--- config.mk ---
export PLATFORM = sky130hd
export DESIGN_NAME = serial_tl_host_bridge
export DESIGN_NICKNAME = d
export VERILOG_FILES = /design/src/rtl/serial_tl_pkg.sv /design/src/rtl/serial_tl_rx_fifo.sv /design/src/rtl/serial_tl_host_bridge.sv
export SDC_FILE = /design/constraint.sdc
export NUM_CORES = 1
export LEC_CHECK = 0
export CORE_MARGIN = 2
export CORE_UTILIZATION = 50
export DETAILED_ROUTE_END_ITERATION = 6
export GPL_TIMING_DRIVEN = 1
export MAX_ROUTING_LAYER = met4
export PLACE_DENSITY = 0.73
export SYNTH_ARGS = -nofsm -noshare
export SYNTH_HDL_FRONTEND = slang
export SYNTH_SLANG_ARGS = --single-unit
export TNS_END_PERCENT = 100
--- constraint.sdc ---
create_clock -name clock -period 4.1 [get_ports clock]
set_clock_uncertainty 0.1 [all_clocks]
set_input_delay 0.82 -clock clock [delete_from_list [all_inputs] [get_ports clock]]
set_output_delay 0.82 -clock clock [all_outputs]
set_load 0.1 [all_outputs]
--- src/rtl/serial_tl_pkg.sv ---
// rtl/serial_tl_pkg.sv - shared parameters and types for the serial TL host bridge
package serial_tl_pkg;

    localparam int DEFAULT_WORD_W   = 32;
    localparam int DEFAULT_RX_DEPTH = 2;

    typedef enum logic {
        TX_IDLE  = 1'b0,
        TX_SHIFT = 1'b1
    } tx_state_t;

    // Both link directions move bit 0 of a word first; the chip-side model relies on this.
    localparam bit LSB_FIRST = 1'b1;

endpackage

--- src/rtl/serial_tl_rx_fifo.sv ---
// rtl/serial_tl_rx_fifo.sv - synchronous word FIFO holding reassembled RX words
module serial_tl_rx_fifo #(
    parameter  int WIDTH = 32,
    parameter  int DEPTH = 2,
    localparam int PTR_W = $clog2(DEPTH),
    localparam int CNT_W = $clog2(DEPTH) + 1
) (
    input  logic             clock,
    input  logic             reset,
    input  logic             push,
    input  logic [WIDTH-1:0] push_data,
    input  logic             pop,
    output logic [WIDTH-1:0] pop_data,
    output logic [CNT_W-1:0] count,
    output logic             full,
    output logic             empty
);

    logic [WIDTH-1:0] mem [DEPTH];
    logic [PTR_W-1:0] wr_ptr;
    logic [PTR_W-1:0] rd_ptr;
    logic             do_push;
    logic             do_pop;

    assign full     = (count == CNT_W'(DEPTH));
    assign empty    = (count == '0);
    assign do_push  = push & ~full;
    assign do_pop   = pop & ~empty;
    // Stale storage is masked so the head reads as zero whenever nothing is queued.
    assign pop_data = empty ? '0 : mem[rd_ptr];

    always_ff @(posedge clock) begin
        if (reset) begin
            wr_ptr <= '0;
            rd_ptr <= '0;
            count  <= '0;
        end else begin
            if (do_push) begin
                mem[wr_ptr] <= push_data;
                wr_ptr      <= wr_ptr + PTR_W'(1);
            end
            if (do_pop) begin
                rd_ptr <= rd_ptr + PTR_W'(1);
            end
            if (do_push && !do_pop) begin
                count <= count + CNT_W'(1);
            end else if (do_pop && !do_push) begin
                count <= count - CNT_W'(1);
            end
        end
    end

endmodule

--- src/rtl/serial_tl_host_bridge.sv ---
// rtl/serial_tl_host_bridge.sv - host endpoint of the 1-bit serial TileLink link
module serial_tl_host_bridge
    import serial_tl_pkg::*;
#(
    parameter int WORD_W   = DEFAULT_WORD_W,
    parameter int RX_DEPTH = DEFAULT_RX_DEPTH
) (
    input  logic              clock,
    input  logic              reset,
    input  logic              tx_valid,
    output logic              tx_ready,
    input  logic [WORD_W-1:0] tx_data,
    output logic              rx_valid,
    input  logic              rx_ready,
    output logic [WORD_W-1:0] rx_data,
    output logic              serial_tl_bits_in_valid,
    output logic              serial_tl_bits_in_bits,
    input  logic              serial_tl_bits_in_ready,
    input  logic              serial_tl_bits_out_valid,
    input  logic              serial_tl_bits_out_bits,
    output logic              serial_tl_bits_out_ready
);

    localparam int                   BIT_CNT_W = $clog2(WORD_W);
    localparam int                   CNT_W     = $clog2(RX_DEPTH) + 1;
    localparam logic [BIT_CNT_W-1:0] LAST_BIT  = BIT_CNT_W'(WORD_W - 1);

    tx_state_t             tx_state;
    logic [WORD_W-1:0]     tx_shift;
    logic [BIT_CNT_W-1:0]  tx_cnt;

    always_ff @(posedge clock) begin
        if (reset) begin
            tx_state <= TX_IDLE;
            tx_shift <= '0;
            tx_cnt   <= '0;
        end else begin
            case (tx_state)
                TX_IDLE: begin
                    if (tx_valid) begin
                        tx_shift <= tx_data;
                        tx_cnt   <= '0;
                        tx_state <= TX_SHIFT;
                    end
                end
                TX_SHIFT: begin
                    if (serial_tl_bits_in_ready) begin
                        tx_shift <= {1'b0, tx_shift[WORD_W-1:1]};
                        tx_cnt   <= tx_cnt + BIT_CNT_W'(1);
                        if (tx_cnt == LAST_BIT) begin
                            tx_state <= TX_IDLE;
                        end
                    end
                end
            endcase
        end
    end

    assign tx_ready                = (tx_state == TX_IDLE);
    assign serial_tl_bits_in_valid = (tx_state == TX_SHIFT);
    assign serial_tl_bits_in_bits  = tx_shift[0];

    // Only the WORD_W-1 earlier bits are stored; the final bit joins straight from the wire.
    logic [WORD_W-2:0]    rx_shift;
    logic [BIT_CNT_W-1:0] rx_cnt;
    logic [WORD_W-1:0]    rx_word;
    logic                 rx_accept;
    logic                 rx_push;
    logic                 rx_pop;
    logic [CNT_W-1:0]     rx_count;
    logic                 rx_full;
    logic                 rx_empty;
    logic                 rx_full_unused;

    assign serial_tl_bits_out_ready = (rx_count != CNT_W'(RX_DEPTH));
    assign rx_accept = serial_tl_bits_out_valid & serial_tl_bits_out_ready;
    assign rx_word   = {serial_tl_bits_out_bits, rx_shift};
    assign rx_push   = rx_accept & (rx_cnt == LAST_BIT);
    assign rx_valid  = ~rx_empty;
    assign rx_pop    = rx_valid & rx_ready;
    assign rx_full_unused = rx_full;

    always_ff @(posedge clock) begin
        if (reset) begin
            rx_shift <= '0;
            rx_cnt   <= '0;
        end else if (rx_accept) begin
            rx_shift <= rx_word[WORD_W-1:1];
            rx_cnt   <= rx_push ? '0 : rx_cnt + BIT_CNT_W'(1);
        end
    end

    serial_tl_rx_fifo #(
        .WIDTH (WORD_W),
        .DEPTH (RX_DEPTH)
    ) u_rx_fifo (
        .clock     (clock),
        .reset     (reset),
        .push      (rx_push),
        .push_data (rx_word),
        .pop       (rx_pop),
        .pop_data  (rx_data),
        .count     (rx_count),
        .full      (rx_full),
        .empty     (rx_empty)
    );

endmodule

==> results of run 1 <==
-- per-layer routing --
layer | vias to the layer above | part of all wire | GRT usage
li1 | 1962 | - | -
met1 | 1883 | 0.44 | 0.224
met2 | 87 | 0.49 | 0.285
met3 | 14 | 0.057 | 0.0595
met4 | 0 | 0.014 | 0.0732
met5 | - | 0 | -
-- cells in the mapped netlist, drive strengths merged, types with 2 or more instances --
master | number | area (um^2)
dfxtp | 79 | 1580
nand4b | 2 | 17.5
a211oi | 33 | 408
a31oi | 2 | 12.5
nand4 | 2 | 12.5
ha | 5 | 62.6
o21ai | 38 | 190
or3 | 2 | 12.5
nor2 | 74 | 278
clkbuf | 12 | 45.0
nand2 | 2 | 7.51
buf | 30 | 224
mux2i | 64 | 641
inv | 6 | 25.0
and3 | 2 | 12.5
o31ai | 2 | 15.0
xor2 | 3 | 26.3
nand3 | 35 | 230
nor2b | 2 | 12.5
a22oi | 2 | 15.0
a21oi | 39 | 233
edfxtp | 64 | 1920
-- stage by stage --
stage,cells,area [um^2],worst slack (ps),power [mW],hold WS (ps)
2_1_floorplan,508,6050,1090,1.72,319
3_3_place_gp,695,6700,1400,1.77,338
3_5_place_dp,695,6700,1370,1.77,344
4_1_cts,727,7300,1000,3.32,356
5_1_grt,727,7300,946,3.41,366
6_report,727,7300,1030,3.29,362
-- final cells by class --
cell class                 count  area, um^2  area share
tap                          147         184      0.0252
clock buffer                  18         439      0.0601
inverter                       6        25.0     0.00343
sequential                   143        3510       0.480
multi-input combinational    317        2270       0.311
clock inverter                14         166      0.0228
timing repair buffer          82         716      0.0980
-- kinds of logic after synthesis --
family,count (synthesis),share of synthesized area
DFF,143,0.579
xor gates and xnor gates,3,0.00434
adders and majority gates,5,0.0103
buffers and inverters,48,0.0486
AOI/OAI and AO/OA,117,0.146
and+or+nand+nor,127,0.104
muxes,65,0.108
-- registers in the layout, summed over array words and instances (netlist names), named ones only --
register,flops
u_rx_fifo.rd_ptr,1
u_rx_fifo.mem,64
tx_shift,32
u_rx_fifo.wr_ptr,1
rx_cnt,5
rx_shift,31
tx_cnt,5
serial_tl_bits_in_valid,1
u_rx_fifo.count,2
-- power breakdown --
group	leakage (nW)	switching, mW	total [mW]	internal [mW]
Combinational	1.02	0.120	0.212	0.0927
Sequential	1.23	0.0180	1.53	1.51
Clock	0.288	0.575	1.55	0.970
-- path summary, 6_finish.rpt --
path,startpoint,endpoint,slack (ps),cells after the start
worst max-delay path,u_rx_fifo.count[0],rx_valid,1030,3
worst min-delay path,rx_shift[0],u_rx_fifo.mem[1][0],360,0
worst max register to register,u_rx_fifo.count[1],u_rx_fifo.count[1],1690,8
worst min register to register,rx_shift[0],u_rx_fifo.mem[1][0],360,0
-- worst max-delay path, delay by kind of cell, from the launching register on --
family | cells | cell delay [ps]
buffers and inverters | 2 | 1190
flip-flops | 1 | 450
AND/OR/NAND/NOR | 1 | 100
==> results.md, run 1 <==
* Outcome: finished, final reports clean
* Nets in the synthesized netlist at 552
* Number of max-cap violations at 0
* LEAKAGE at 2.54 nW
* Vias in the first global route at 3,717
* Worst endpoint required time at 3180 ps
* RSZ-0062 raised after global routing: no
* Worst path cell trace: nor2_2 > inv_1 > clkdlybuf4s50_1
* Final worst path period need at 3070 ps
* Num CTS Buffers at 17
* Vias/cell at 5.43
* Clk Latency, worst-skew pair at 410 ps
* 1st-iter DRT viols at 159
* Synth Flop Type: dfxtp_1
* Sequential area share after synthesis at 0.579
* Cell Area, Synth at 6050 um^2
* Starting Density at 0.508
* Max FO, Critical Path at 5
* Die Span Y at 114 um
* Clock slew at reported path FFs at 50 ps
* Synth Warn # at 0
* H-tree Lvls at 4
* CTS Root Cell: clkbuf_16
* Area grow syn2layout at 20.6%
* Detail Route Antenna Nets at 0
* Row count at 40
* CP peak stage delay at 1120 ps
* PortBufs at 75
* Antenna violations before repair at 0
* TNS Setup at 0 ps
* Hpwl dp at 6690 um
* Final WL at 10,900 um
* Resize count post-CTS at 0
* Area of the core at 11,900 um^2
* Final core occ at 0.613
* Largest net degree at the start of global routing at 79
* Endpoints failing hold at 0
* Count of state elements after synthesis at 143
* Crit-path slowest cell: clkdlybuf4s50_1
* Synthesized instance count at 508
* Global-route wire length before repair at 18,200 um
* Detailed-route via count at 3,946
* GRT Overall Usage at 0.184
* Most frequent cells in the layout: dfxtp_1, nor2_1, mux2i_1, edfxtp_1, buf_4
* Crit path launch type: register
* Post-CTS setup repair buffer count at 0
* TritonCTS clock tree: built
* Antenna cell count at 0
* WP data arrival at 2150 ps
* First-pass DRT Iterations at 4
* Routed length per instance at 15.0 um
* Longest Clk Path Bufs at 2
* Die width at 114 um
* Fin crit share at 0.748
* Final Max Slew Viols at 0
* Commonest non-fill, non-tap cell in the layout: dfxtp_1
* Routability cong. at 0.735
* Syn Area/Cell at 11.9 um^2
* IO Count at 76
* Hold WC Path Type: reg2reg
* Power Density at 450 nW/um^2
* Die area at 13,000 um^2
* Peak Freq at 0.326 GHz
* Setup crit end kind: output pin
* Peak VDD IR at 0.256 mV
* Hold buffer count at CTS at 0
* Overflow after GRT at 0
* Final net count at 611
* # DRC at 0
* Post-synth EDFFs at 64
* Layout cells sized above 1 at 0.234
* Setup Viol. Count Final at 0
* Fill count at 966
* Asr flop ratio synth at 0
* Distinct cell type count after synthesis at 40
* Headroom to the max-slew limit at 0.296
* Worst Max-Slew Pin Slew at 1060 ps
* CP Class: reg2out
* Clk sinks at 143
(Power assumes the default switching activity.)
==> inputs of run 2 (changes only) <==
--- a/config.mk
+++ b/config.mk
@@ -10,7 +10,7 @@
 export DETAILED_ROUTE_END_ITERATION = 6
 export GPL_TIMING_DRIVEN = 1
 export MAX_ROUTING_LAYER = met4
-export PLACE_DENSITY = 0.73
+export PLACE_DENSITY = 0.76
 export SYNTH_ARGS = -nofsm -noshare
 export SYNTH_HDL_FRONTEND = slang
 export SYNTH_SLANG_ARGS = --single-unit
==> constraint.sdc (replaced) <==
create_clock -name clock -period 2.49 [get_ports clock]
set_clock_uncertainty 0.1 [all_clocks]
set_input_delay 0.498 -clock clock [delete_from_list [all_inputs] [get_ports clock]]
set_output_delay 0.498 -clock clock [all_outputs]
set_load 0.1 [all_outputs]
==> run 2 against run 1 <==
Against the previous run: sequential share of layout area decreased by 3.3 points; utilization increased by 4.6 points; combinational power increased by 69%; clock power increased by 61%; via count increased by 1.5%; routed wire length decreased by 0.38%; largest cell class unchanged.
==> results.md, run 2 (same netlist as run 1, synthesis figures left out) <==
* Worst path cell trace: buf_12 > mux2i_1 > nor2_1 > buf_12
* Fin crit share at 0.961
* Peak Freq at 0.418 GHz
* Outcome: finished, final reports clean
* Biggest register: u_rx_fifo.mem
* Longest Clk Path Bufs at 2 (unchanged)
* Die area at 13,000 um^2 (unchanged)
* Area grow syn2layout at 29.7%
* Final WL at 10,900 um (-0.38%)
* CP Class: reg2out
* Hold_sp: reset
* Most frequent cells in the layout: dfxtp_1, mux2i_1, edfxtp_1
* Hpwl dp at 7030 um (+5.0%)
* Largest net degree at the start of global routing at 64 (-19%)
* Max FO, Critical Path at 21 (+16)
* Commonest non-fill, non-tap cell in the layout: dfxtp_1
* Setup Viol. Count Final at 0 (unchanged)
* Top Metal Used: met4
* Detail Route Antenna Nets at 0 (unchanged)
* First-pass DRT Iterations at 6 (+2)
* Fin Hold WS at 343 ps (-18.2 ps)
* GRT Overall Usage at 0.189 (+0.00479)
* Hold WC Path Type: in2reg
* Vias/cell at 5.46 (+0.50%)
* Layout cells sized above 1 at 0.262 (+0.0279)
* Fin cells at 734 (+0.96%)
* Num CTS Buffers at 17 (unchanged)
* Routed length per instance at 14.8 um (-1.3%)
* Power Density at 684 nW/um^2 (+52%)
* WP data arrival at 1800 ps (-350 ps)
* IO Count at 76 (unchanged)
* Final net count at 618 (+1.1%)
* TritonCTS clock tree: built
* Hold buffer count at CTS at 0 (unchanged)
* Headroom to the max-slew limit at 0.448 (+0.151)
* Power Total at 5.37 mW (+63%)
* LEAKAGE at 2.68 nW (+5.5%)
* Overflow after GRT at 0 (unchanged)
* Placed cells at 702 (+1.0%)
* Setup crit end kind: output pin
* Design Area, Final at 7850 um^2 (+7.5%)
* Final worst path period need at 2390 ps
* Peak VDD IR at 0.444 mV (+73%)
* Setup WS post-layout at 96.9 ps (-938 ps)
* Global-route wire length before repair at 18,600 um (+2.2%)
* Number of max-cap violations at 0 (unchanged)
* H-tree Lvls at 4 (unchanged)
* Die Span Y at 114 um (unchanged)
* RSZ-0062 raised after global routing: no
* Clock slew at reported path FFs at 50 ps (about the same)
* DP Worst Slack at 276 ps (-1090 ps)
* Detailed route wirelength on metal3 at 493 um (-21%)
* Reg2reg start: rx_cnt[0]
* Die width at 114 um (unchanged)
* Crit-path slowest cell: dfxtp_2
* Post-CTS setup repair buffer count at 0 (unchanged)
* PortBufs at 75 (unchanged)
* Vias in the first global route at 3,979 (+7.0%)
* Clk sinks at 143 (unchanged)
* 1st-iter DRT viols at 217 (+36%)
* CP peak stage delay at 580 ps (-540 ps)
* Top flop regs: u_rx_fifo.mem: 64 flops, tx_shift: 32 flops, rx_shift: 31 flops
* Most used cell, CP: buf_12
* CTS Root Cell: clkbuf_16
* Final Max Slew Viols at 0 (unchanged)
* Resize count post-CTS at 0 (unchanged)
* Max FFs per register at 64 (unchanged)
* Endpoints failing hold at 0 (unchanged)
* Detailed-route via count at 4,004 (+1.5%)
* Final core occ at 0.659 (+0.0460)
* Worst endpoint required time at 1890 ps (-1290 ps)
* Antenna violations before repair at 0 (unchanged)
* DP Area at 7260 um^2 (+8.4%)
* Clk Latency, worst-skew pair at 410 ps (about the same)
* # DRC at 0 (unchanged)
* Crit path launch type: register
* Area of the core at 11,900 um^2 (unchanged)
* TNS Setup at 0 ps (unchanged)
* Routability cong. at 0.758 (+3.2%)
* Row count at 40 (unchanged)
* WL met2 at 5430 um (+1.1%)
* Worst Max-Slew Pin Slew at 829 ps (-227 ps)
* Antenna cell count at 0 (unchanged)
* R2R setup slack at 290 ps (-1400 ps)
* Starting Density at 0.508 (unchanged)
* WL met1 at 4690 um (-1.8%)
## run 2: cell count changes in the layout (fill, tap and decap cells not counted), sizes merged
cell	previous run	this run
clkinv	6	5
clkdlybuf4s50	40	37
clkbuf	18	21
buf	42	52
clkinvlp	4	3
inv	7	6
## run 2: layout make-up
type / instances / area, um^2
Clock buffer: 21 / 450
Clock inverter: 11 / 140
Fill cell: 872 / 4060
Inverter: 6 / 25.0
Multi-Input combinational cell: 317 / 2300
Sequential cell: 143 / 3510
Tap cell: 147 / 184
Timing Repair Buffer: 89 / 1250
## run 2: where the power goes
| group | internal, mW | total, mW | switching, mW |
|---|---|---|---|
| clock | 1.59 | 2.49 | 0.898 |
| sequential | 2.49 | 2.53 | 0.0358 |
| combinational | 0.162 | 0.358 | 0.196 |
| total | 4.24 | 5.37 | 1.13 |
## run 2: critical path, delay by kind of cell (launching register included)
family	cells	cell delay (ps)
flops	1	580
mux	1	250
buf+inv	2	440
simple gates	1	100
## run 2: layer usage
layer  up-vias  GRT usage
li1       1981          -
met1      1900      0.217
met2        98      0.304
met3        25     0.0526
met4         0     0.0943
met5         -          -
## run 2: worst paths after layout
check,cells after the start,endpoint
max,4,rx_data[19]
min,2,rx_shift[19]
max reg2reg,8,u_rx_fifo.count[1]
min reg2reg,0,u_rx_fifo.mem[0][0]
